### config.mk
export PLATFORM = sky130hd
export DESIGN_NAME = booth_mul_arbiter
export DESIGN_NICKNAME = d
export VERILOG_FILES = /design/src/rtl/booth_arb_pkg.sv /design/src/rtl/booth_rr_picker.sv /design/src/rtl/booth_mul_arbiter.sv
export SDC_FILE = /design/constraint.sdc
export NUM_CORES = 1
export LEC_CHECK = 0
export ABC_CLOCK_PERIOD_IN_PS = 3340
export BUFFER_PORTS_ARGS = -buffer_cell sky130_fd_sc_hd__buf_4
export CAP_MARGIN = 20
export CORE_AREA = 2 2 82 84
export DETAILED_ROUTE_END_ITERATION = 16
export DIE_AREA = 0 0 84 86
export PLACE_DENSITY = 0.74
export SETUP_SLACK_MARGIN = 0.4
export SYNTH_ARGS = -nofsm -noshare
export SYNTH_HDL_FRONTEND = slang
export SYNTH_SLANG_ARGS = --single-unit
### constraint.sdc
create_clock -name clk -period 3.34 [get_ports clk]
set_clock_uncertainty 0.15 [all_clocks]
set_input_delay 0.334 -clock clk [delete_from_list [all_inputs] [get_ports clk]]
set_output_delay 0.334 -clock clk [all_outputs]
set_load 0.02 [all_outputs]
### src/rtl/booth_arb_pkg.sv
// Shared definitions for the Booth multiplier front-end arbiter:
// FSM state encoding used by booth_mul_arbiter and visible on its debug port.
package booth_arb_pkg;

    typedef enum logic [1:0] {
        ST_IDLE  = 2'b00,
        ST_ISSUE = 2'b01,
        ST_WAIT  = 2'b10,
        ST_RESP  = 2'b11
    } state_t;

endpackage

### src/rtl/booth_rr_picker.sv
// Round-robin picker: returns the first set req bit searching upward from
// (ptr+1) mod N_REQ, as a one-hot grant plus its binary index.
// Purely combinational; the caller owns the pointer register.
module booth_rr_picker #(
    parameter int N_REQ = 4,
    parameter int IDX_W = $clog2(N_REQ)
) (
    input  logic [N_REQ-1:0] req,
    input  logic [IDX_W-1:0] ptr,
    output logic [N_REQ-1:0] grant,
    output logic [IDX_W-1:0] idx
);

    logic             hit;
    logic [IDX_W-1:0] pos;

    // Walk all requesters once, starting just after the last winner.
    always_comb begin
        hit   = 1'b0;
        grant = '0;
        idx   = '0;
        pos   = '0;
        for (int k = 0; k < N_REQ; k++) begin
            pos = IDX_W'((int'(ptr) + 1 + k) % N_REQ);
            if (!hit && req[pos]) begin
                hit        = 1'b1;
                grant[pos] = 1'b1;
                idx        = pos;
            end
        end
    end

endmodule

### src/rtl/booth_mul_arbiter.sv
// Round-robin arbiter in front of a shared Booth multiplier core.
// One transaction at a time: IDLE (grant) -> ISSUE (start core) ->
// WAIT (core busy) -> RESP (return product to the granted requester).
// Optional feature macro: BOOTH_ARB_TIMEOUT_EN adds a WAIT watchdog that
// answers with rsp_prod=0, rsp_err=1 after TIMEOUT cycles without mul_done.
//
// Handshake: gnt[i] pulses for one cycle while IDLE picks requester i; the
// requester drops req[i] the cycle after. req is only looked at in IDLE.
// rsp_valid[i] pulses one cycle; rsp_prod/rsp_err are meaningful only then.
// mul_start pulses one cycle in ISSUE with mul_a/mul_b already stable;
// mul_done is sampled from the first WAIT cycle on, never in ISSUE.
module booth_mul_arbiter
    import booth_arb_pkg::*;
#(
    parameter int N_REQ   = 4,
    parameter int WIDTH   = 8,
    parameter int TIMEOUT = 64
) (
    input  logic                   clk,
    input  logic                   rst,
    input  logic [N_REQ-1:0]       req,
    input  logic [N_REQ*WIDTH-1:0] req_a,
    input  logic [N_REQ*WIDTH-1:0] req_b,
    output logic [N_REQ-1:0]       gnt,
    output logic [N_REQ-1:0]       rsp_valid,
    output logic [2*WIDTH-1:0]     rsp_prod,
    output logic                   rsp_err,
    output logic                   mul_start,
    output logic [WIDTH-1:0]       mul_a,
    output logic [WIDTH-1:0]       mul_b,
    input  logic                   mul_done,
    input  logic [2*WIDTH-1:0]     mul_prod,
    output state_t                 dbg_state
);

    localparam int IDX_W = $clog2(N_REQ);

    state_t           state;
    state_t           state_nx;
    logic [IDX_W-1:0] ptr;
    logic [IDX_W-1:0] sel;
    logic [IDX_W-1:0] pick_idx;
    logic [N_REQ-1:0] pick_grant;
    logic             any_req;
    logic             timed_out;
    logic             err_q;
    logic [WIDTH-1:0] a_slot [N_REQ];
    logic [WIDTH-1:0] b_slot [N_REQ];

    assign any_req   = |req;
    assign dbg_state = state;

    for (genvar i = 0; i < N_REQ; i++) begin : g_slot
        assign a_slot[i] = req_a[i*WIDTH +: WIDTH];
        assign b_slot[i] = req_b[i*WIDTH +: WIDTH];
    end

    booth_rr_picker #(
        .N_REQ (N_REQ),
        .IDX_W (IDX_W)
    ) u_picker (
        .req   (req),
        .ptr   (ptr),
        .grant (pick_grant),
        .idx   (pick_idx)
    );

`ifdef BOOTH_ARB_TIMEOUT_EN
    localparam int TMR_W = $clog2(TIMEOUT + 1);

    logic [TMR_W-1:0] timer;

    // WAIT-cycle counter; restarts from zero on every entry into WAIT.
    always_ff @(posedge clk or posedge rst) begin
        if (rst) begin
            timer <= '0;
        end else if (state == ST_WAIT) begin
            timer <= timer + 1'b1;
        end else begin
            timer <= '0;
        end
    end

    // The last allowed WAIT cycle is timer == TIMEOUT-1; a late done still wins.
    assign timed_out = (state == ST_WAIT) && !mul_done &&
                       (timer == TMR_W'(TIMEOUT - 1));

    // Error flag for the pending response: set on watchdog expiry only.
    always_ff @(posedge clk or posedge rst) begin
        if (rst) begin
            err_q <= 1'b0;
        end else if (state == ST_WAIT) begin
            if (mul_done) begin
                err_q <= 1'b0;
            end else if (timed_out) begin
                err_q <= 1'b1;
            end
        end
    end
`else
    assign timed_out = 1'b0;
    assign err_q     = 1'b0;
`endif

    // State register.
    always_ff @(posedge clk or posedge rst) begin
        if (rst) begin
            state <= ST_IDLE;
        end else begin
            state <= state_nx;
        end
    end

    // Next-state logic.
    always_comb begin
        state_nx = state;
        case (state)
            ST_IDLE:  if (any_req) state_nx = ST_ISSUE;
            ST_ISSUE: state_nx = ST_WAIT;
            ST_WAIT:  if (mul_done || timed_out) state_nx = ST_RESP;
            ST_RESP:  state_nx = ST_IDLE;
            default:  state_nx = ST_IDLE;
        endcase
    end

    // Pulse outputs decoded from state; gnt is forced low while rst is held.
    always_comb begin
        gnt       = '0;
        mul_start = 1'b0;
        rsp_valid = '0;
        rsp_err   = 1'b0;
        case (state)
            ST_IDLE:  if (!rst) gnt = pick_grant;
            ST_ISSUE: mul_start = 1'b1;
            ST_RESP: begin
                rsp_valid[sel] = 1'b1;
                rsp_err        = err_q;
            end
            default: ;
        endcase
    end

    // Operand capture, result capture and round-robin pointer update.
    always_ff @(posedge clk or posedge rst) begin
        if (rst) begin
            ptr      <= IDX_W'(N_REQ - 1);
            sel      <= '0;
            mul_a    <= '0;
            mul_b    <= '0;
            rsp_prod <= '0;
        end else begin
            case (state)
                ST_IDLE: begin
                    if (any_req) begin
                        sel   <= pick_idx;
                        mul_a <= a_slot[pick_idx];
                        mul_b <= b_slot[pick_idx];
                    end
                end
                ST_WAIT: begin
                    if (mul_done) begin
                        rsp_prod <= mul_prod;
                    end else if (timed_out) begin
                        rsp_prod <= '0;
                    end
                end
                ST_RESP: ptr <= sel;
                default: ;
            endcase
        end
    end

endmodule

==> Yosys cells after proc, flatten, opt, wreduce, memory -nomap -nowiden <==
Index checks and enable logic that the tools add are counted.
{ "word_totals": {"regBits": 38, "in_bits": 87, "out_inout_bits": 44, "word_cells": 88} }
{ "op_classes": {"addsub": 4, "n_lt_le_gt_ge": 11, "n_eq_ne": 5, "mux": 42, "bitwise_logic": 4, "n_reduce_logical": 16} }
{ "op_table": {"columns": ["operator", "count"], "rows": [
  ["8-bit binary-select mux with 2-bit select", 2],
  ["8-bit two-way mux", 4],
  ["4-bit two-way mux", 7],
  ["2-bit by 3-bit < comparator with 1-bit output (second input constant)", 5],
  ["1-bit two-way mux", 13],
  ["2-bit two-way mux", 6],
  ["4-bit bitwise OR", 3],
  ["1-bit demux with 2-bit select", 5],
  ["2-bit by 1-bit >= comparator with 1-bit output (second input constant)", 5],
  ["1-bit binary-select mux with 2-bit select", 4],
  ["1-bit logical AND", 8],
  ["2-bit one-hot mux with 4 select lines", 1],
  ["2-bit AND reduction", 3],
  ["2-bit by 1-bit adder with 2-bit output (second input constant)", 2],
  ["2-bit adder (second input constant)", 2],
  ["2-bit == test (second input constant)", 2],
  ["2-bit inequality test (second input constant)", 2],
  ["4-bit OR reduction", 1],
  ["3-bit >= comparator (second input constant)", 1],
  ["1-bit zero test", 3],
  ["2-bit NOT with 3-bit output", 1],
  ["2-bit by 1-bit == test with 1-bit output (second input constant)", 1],
  ["2-bit zero test", 1]
]} }

==> Depth between registers and ports, before layout <==
{ "depth": {"depth_word": 17, "ltp_mapped": 13, "mapped_depth_nobuf": 9} }

==> Hierarchy <==
A second synthesis with hierarchy kept.
{ "unflattened": {"cells_unflattened": 190, "hier_area_um2": 2517.4} }
{ "by_module_without_submodules": {"columns": ["mod", "instances", "cells_each", "area_per_inst_um2", "seq_area_each_um2"], "rows": [
  ["booth_mul_arbiter", 1, 127, 2005.7, 953.4],
  ["booth_rr_picker", 1, 63, 511.7, 0.0]
]} }

==> Worst setup path before layout <==
Ideal clock, no wire load.
{ "synth_timing": {"path_type": "flip-flop to flip-flop", "start": "register ptr[0]", "end": "register mul_a[3]", "setup_time_ns": 0.078, "t_arrival_ns": 2.889, "required_ns": 3.112, "slack_ns": 0.224, "stages_incl_launch_ff": 13, "n_path_buf": 3, "period_less_slack_ns": 3.116, "cell_sequence": "dfstp_2 > buf_6 > inv_1 > ha_1 > or2_0 > clkbuf_2 > or4b_4 > a21oi_4 > o32ai_4 > buf_6 > mux2i_1 > mux2_2 > o21ai_1"} }
{ "synth_between": {"elab_chain_len": 17, "elab_cells_between_ends": 29, "cone_classes": "add/sub (4); mux (18); bitwise (1); reduce/logical (6)"} }
{ "synth_rtl": {"columns": ["item", "line", "rtl"], "rows": [
  ["start: declaration", "booth_mul_arbiter.sv:40", "logic [IDX_W-1:0] ptr;"],
  ["start signal: assignment", "booth_mul_arbiter.sv:146", "ptr <= IDX_W'(N_REQ - 1);"],
  ["start signal: assignment", "booth_mul_arbiter.sv:167", "ST_RESP: ptr <= sel;"],
  ["2-bit by 1-bit adder with 2-bit output (*)", "booth_rr_picker.sv:24", "pos = IDX_W'((int'(ptr) + 1 + k) % N_REQ);"],
  ["branches (longest 11 deep; another with 2-bit adder)", null, null],
  ["2-bit two-way mux (*)", "booth_rr_picker.sv:25", "if (!hit && req[pos]) begin"],
  ["2-bit NOT with 3-bit output (implied by the code) (*)", "booth_mul_arbiter.sv:156", "mul_a <= a_slot[pick_idx];"],
  ["8-bit binary-select mux with 2-bit select (*)", "booth_mul_arbiter.sv:156", null],
  ["8-bit two-way mux (implied by the code) (*) (2 in a row)", "booth_mul_arbiter.sv:156", null],
  ["end signal: assignment", "booth_mul_arbiter.sv:156", null],
  ["end: declaration", "booth_mul_arbiter.sv:29", "output logic [WIDTH-1:0] mul_a,"]
]} }
Mark *: on every way between the ends. The select of a mux whose other input is x is not followed.
A chain may end at the register's enable or synchronous reset.

==> Worst setup path in the final report <==
{ "layout_timing": {"start": "register ptr[1]", "end": "output gnt[2]"} }
{ "layout_between": {"elab_chain_len": 15, "elab_cells_between_ends": 50, "cone_classes": "add/sub (4); order compare (8); mux (25); bitwise (3); reduce/logical (10)"} }
{ "layout_rtl": {"columns": ["item", "line", "rtl"], "rows": [
  ["2-bit by 1-bit adder with 2-bit output (*)", "booth_rr_picker.sv:24", null],
  ["branches (longest 11 deep; another with 2-bit by 3-bit < comparator with 1-bit output)", null, null],
  ["4-bit two-way mux (*)", "booth_rr_picker.sv:25", null],
  ["4-bit two-way mux (*)", "booth_mul_arbiter.sv:133", "ST_IDLE: if (!rst) gnt = pick_grant;"],
  ["4-bit two-way mux (*)", "booth_mul_arbiter.sv:132", "case (state)"],
  ["end: declaration", "booth_mul_arbiter.sv:24", "output logic [N_REQ-1:0] gnt,"]
]} }
Marks and branches as above.

==> flow_results.org <==
** STA
- Final Hold Vio Count :: 0
- Final clock period utilization by the worst path :: 90.7%
- Setup violations remaining at the end of the flow were counted as 0.
- The worst path meets setup with 0.312 ns of slack.
- The clock period could shrink to 3.03 ns.
- Static timing analysis puts the maximum clock frequency at 0.330 GHz.
- Number of max-slew violations in the final report :: 0
- Measured slew at the worst slew-check pin :: 0.668 ns
- In this run the tightest slew margin relative to its limit is 55.4%.
- Unrepaired setup endpoints after global routing :: true
- For the final routed database, the setup TNS stands at 0 ns.

** Global routing
- The first global-routing pass estimated 11200 µm of wire.
- Number of antenna violations at the first check in global routing :: 0
- For this run, the total global-route usage over all layers was measured as 19.0%.
- Number of global-route vias before repair :: 2330
- Entering global routing, the biggest net connects 39 pins.
- Global routing finished with a remaining overflow of 0.

** Die
- Once the floorplan was initialized, standard cells occupied 40.1% of the core.
- Measured along the x axis, the die boundary spans 84 µm.
- After floorplanning, the core was divided into 29 placement rows.
- Boundary Pins :: 131
- Height of the chip :: 86 µm
- The core region is 6280 µm².
- Die area :: 7220 µm²

** Clocking
- For this design, the CTS-stage hold fixing added 0 buffers.
- CTS placed an instance of sky130_fd_sc_hd__clkbuf_8 at the clock tree root.
- Counting the buffers created by CTS gives 5.
- TritonCTS built the clock tree.
- In this run the number of H-tree levels came out at 2.
- Clock network latency to the later pin of the worst-skew pair :: 0.29 ns
- Count of clock tree sinks :: 38
- The clock passes through at most 2 buffers.
- After clock tree synthesis, the clock-pin slew on the worst setup and hold paths is 0.08 ns.

** Setup path
- Data required time of the critical path :: 2.86 ns
- In this design, the stage delay of the slowest critical-path cell is 0.56 ns.
- The critical path ends at gnt[2].
- Number of logic stages on the critical path including buffering :: 8
- Counting both buffers and inverters, the worst setup path holds a total of 3.
- Signal arrival time at the worst endpoint :: 2.54 ns
- The worst setup path is launched from a register.
- On the critical path, the stage with the largest delay is an instance of sky130_fd_sc_hd__dfstp_2.
- Counting cells, the worst reg-to-reg path comes to 10.
- The most critical setup path has its startpoint at ptr[1].
- STA classifies the critical path endpoint as an output pin.
- Slack of the worst reg-to-reg path :: 0.40 ns
- In this run the critical register-to-register path is captured at mul_a[1].
- Walking the worst path, the cells encountered are inv_4 -> ha_4 -> mux4_2 -> clkinv_2 -> nor3_4 -> a222oi_1 -> a21oi_2 -> buf_4.
- Along the worst path, the maximum fanout reaches 6.
- The kind of cell with the highest combined delay along the critical path is flip-flops.
- Start of the worst register-to-register path :: ptr[1]
- The critical path is of the register to output pin type.

** Synthesis
- For this run, asynchronously set or reset flops after synthesis account for 100%.
- The synthesized netlist devotes 0% of its cell area to XOR and XNOR gates.
- Share of the synthesized area in the top cell type :: 35.7%
- After technology mapping, the gate count stands at 228.
- Measured against the total synthesized area, the mux share comes to 31.5%.
- Biggest area contributors in the synthesized netlist :: sky130_fd_sc_hd__dfrtp_1, sky130_fd_sc_hd__mux2i_1, sky130_fd_sc_hd__mux2_2
- Summing the areas of all and, or, nand and nor instances in the mapped netlist gives 9.04% of the synthesized area.
- The synthesized netlist devotes 5.46% of its cell area to adder and majority cells.
- The synthesized netlist devotes 10.6% of its cell area to compound gates.
- For this run, the register share of the synthesized area comes to 37.8%.
- The biggest area contributor in the post-synthesis netlist is sky130_fd_sc_hd__dfrtp_1.
- The synthesized design contains 0 enable-type register cells.
- After synthesis the netlist holds a flip-flop and latch count of 38.
- In the synthesized netlist the dominant register cell turns out to be sky130_fd_sc_hd__dfrtp_1.
- Post-Syn Area per Cell :: 11.1 µm²
- Synthesized netlist net count :: 326
- Distinct cell type count after synthesis :: 39
- By area, the combinational part of the netlist is dominated by multiplexers.
- Summing every instance area after synthesis gives 2520 µm².
- Ys Warns :: 0

** Place
- In this run the tool buffered the top-level ports with 129 buffer cells.
- Worst slack at placement :: 0.243 ns
- HPWL Detailed :: 4920 µm
- Final Wtd Congestion :: 0.833

** Drt
- Count of unresolved DRC violations after routing :: 0
- The detailed router placed 2256 vias in this run.
- Routed WL :: 6750 µm
- Violation count after the first detailed-routing iteration :: 94
- Vias per Instance :: 5.13
- Before antenna repair, the detailed router went through 5 iterations.
- Dividing the detail-routed wire length by the instance count gives 15.3 µm.
- The count of nets left with antenna violations once routing finished came out at 0.

** Layout
- 0 antenna diodes ended up in the layout.
- Fraction of final layout cells with drive strength greater than 1 :: 57.3%
- In the final design database the tool counted 460 nets.
- Filler Cell Count :: 548
- The area growth from synthesis to layout is 50.6%.

** Flow run
- Max cap viols :: 0

** Outcome
- Result of the run :: complete, no violations

** Power
- Maximum vdd ir drop :: 0.697 mV
- In this run the static leakage power is 1.83 nW.
- Pwr dens :: 1040 nW/µm²

** Hold path
- The path class of the tightest hold or removal check is input pin to async pin.
[kinds of logic (layout without fill, tap and decap cells)]
group,after synthesis,in the layout
buf+inv,21,156
flops,38,38
simple gates,47,47
fa+ha+maj,11,11
mux,72,72
other cells,1,1
compound gates,38,38
[synth_stat cells (all sizes together), types with 2 or more instances]
library cell	number
mux2	32
dfrtp	36
a222oi	4
dfstp	2
nor2	7
ha	11
buf	9
nand2	30
o22a	2
inv	6
clkbuf	5
mux2i	39
a21oi	6
o21ai	21
nor3	2
[layer usage]
layer  GRT usage [%]  up-vias  wire, µm
li1                -     1089         -
met1            21.5     1075      2590
met2            35.9       81      3650
met3            4.43       11       417
met4            5.43        0        99
met5               0        -         0
[worst min-delay path by stage]
| stage | startpoint | end | slack [ns] | cells after the start |
|---|---|---|---|---|
| global placement | mul_a[4] | mul_a[4] | 0.32 | 2 |
| finish | rst | dbg_state[0] | 0.05 | 3 |
| detailed placement | mul_a[6] | mul_a[6] | 0.33 | 2 |
| floorplan | mul_prod[10] | rsp_prod[10] | 0.33 | 1 |
| CTS | rst | rsp_prod[8] | 0.07 | 3 |
| global route | rst | mul_b[0] | 0.11 | 3 |
[worst reg2reg max path: stages (launching register included)]
cell and delay [ns]:
sky130_fd_sc_hd__dfstp_2 0.56, sky130_fd_sc_hd__inv_4 0.05, sky130_fd_sc_hd__ha_2 0.18, sky130_fd_sc_hd__or2_4 0.26, sky130_fd_sc_hd__or4b_4 0.51, sky130_fd_sc_hd__a21oi_4 0.25
sky130_fd_sc_hd__o32ai_4 0.17, sky130_fd_sc_hd__buf_12 0.20, sky130_fd_sc_hd__mux2i_1 0.15, sky130_fd_sc_hd__mux2_2 0.26, sky130_fd_sc_hd__o21ai_1 0.12
[power breakdown]
group	switching [mW]	total, mW	leakage [nW]	internal, mW
clock network	0.168	0.314	0.0441	0.147
registers	0.146	0.852	0.455	0.706
logic	1.38	2.78	1.33	1.41
total	1.69	3.95	1.83	2.26
[cells in the final DEF, fill, tap and decap left out, types with 2 or more instances in the layout]
master / n
sky130_fd_sc_hd__a21oi_2: 4
sky130_fd_sc_hd__dfstp_2: 2
sky130_fd_sc_hd__mux2i_1: 33
sky130_fd_sc_hd__clkbuf_8: 5
sky130_fd_sc_hd__clkinv_2: 2
sky130_fd_sc_hd__inv_1: 4
sky130_fd_sc_hd__nand2_1: 29
sky130_fd_sc_hd__o21ai_0: 3
sky130_fd_sc_hd__o21ai_1: 18
sky130_fd_sc_hd__ha_4: 2
sky130_fd_sc_hd__buf_4: 137
sky130_fd_sc_hd__a222oi_1: 4
sky130_fd_sc_hd__mux2i_2: 3
sky130_fd_sc_hd__nor2_1: 7
sky130_fd_sc_hd__ha_1: 8
sky130_fd_sc_hd__mux2i_4: 3
sky130_fd_sc_hd__o22a_1: 2
sky130_fd_sc_hd__mux2_2: 32
sky130_fd_sc_hd__buf_12: 2
sky130_fd_sc_hd__dfrtp_1: 36
[sequential cells by signal (all words and copies together) (netlist names)]
| signal | count |
|---|---|
| rsp_prod | 16 |
| mul_a | 8 |
| mul_b | 8 |
| dbg_state | 2 |
| ptr | 2 |
| sel | 2 |
[timing repair]
item / CTS / global route
resized for setup: 20 / 0
cloned: 1 / 0
setup buffers: 5 / 0
pin swaps: 5 / 4
setup endpoints to repair: 20 / 20
[area by class of cell]
cell class | count | area [µm²] | area share, %
clock inverters | 3 | 21.3 | 0.560
repair buffers | 141 | 1110 | 29.2
inverters | 7 | 30.0 | 0.791
well taps | 77 | 96.3 | 2.54
flip-flops and latches | 38 | 953 | 25.1
multi-input cells | 169 | 1520 | 40.0
clock buffers | 5 | 68.8 | 1.81
[through the flow]
step | instance area (µm²) | hold slack (ns) | utilization (%) | instances | total power, mW
global placement | 3570 | 0.319 | 56.8 | 426 | 3.36
finish | 3800 | 0.0513 | 60.5 | 440 | 3.95
detailed placement | 3570 | 0.327 | 56.8 | 426 | 3.43
global route | 3800 | 0.105 | 60.5 | 440 | 4.21
CTS | 3800 | 0.0663 | 60.5 | 440 | 3.98
floorplan | 2530 | 0.335 | - | 228 | 2.72
(Power assumes the default switching activity.)
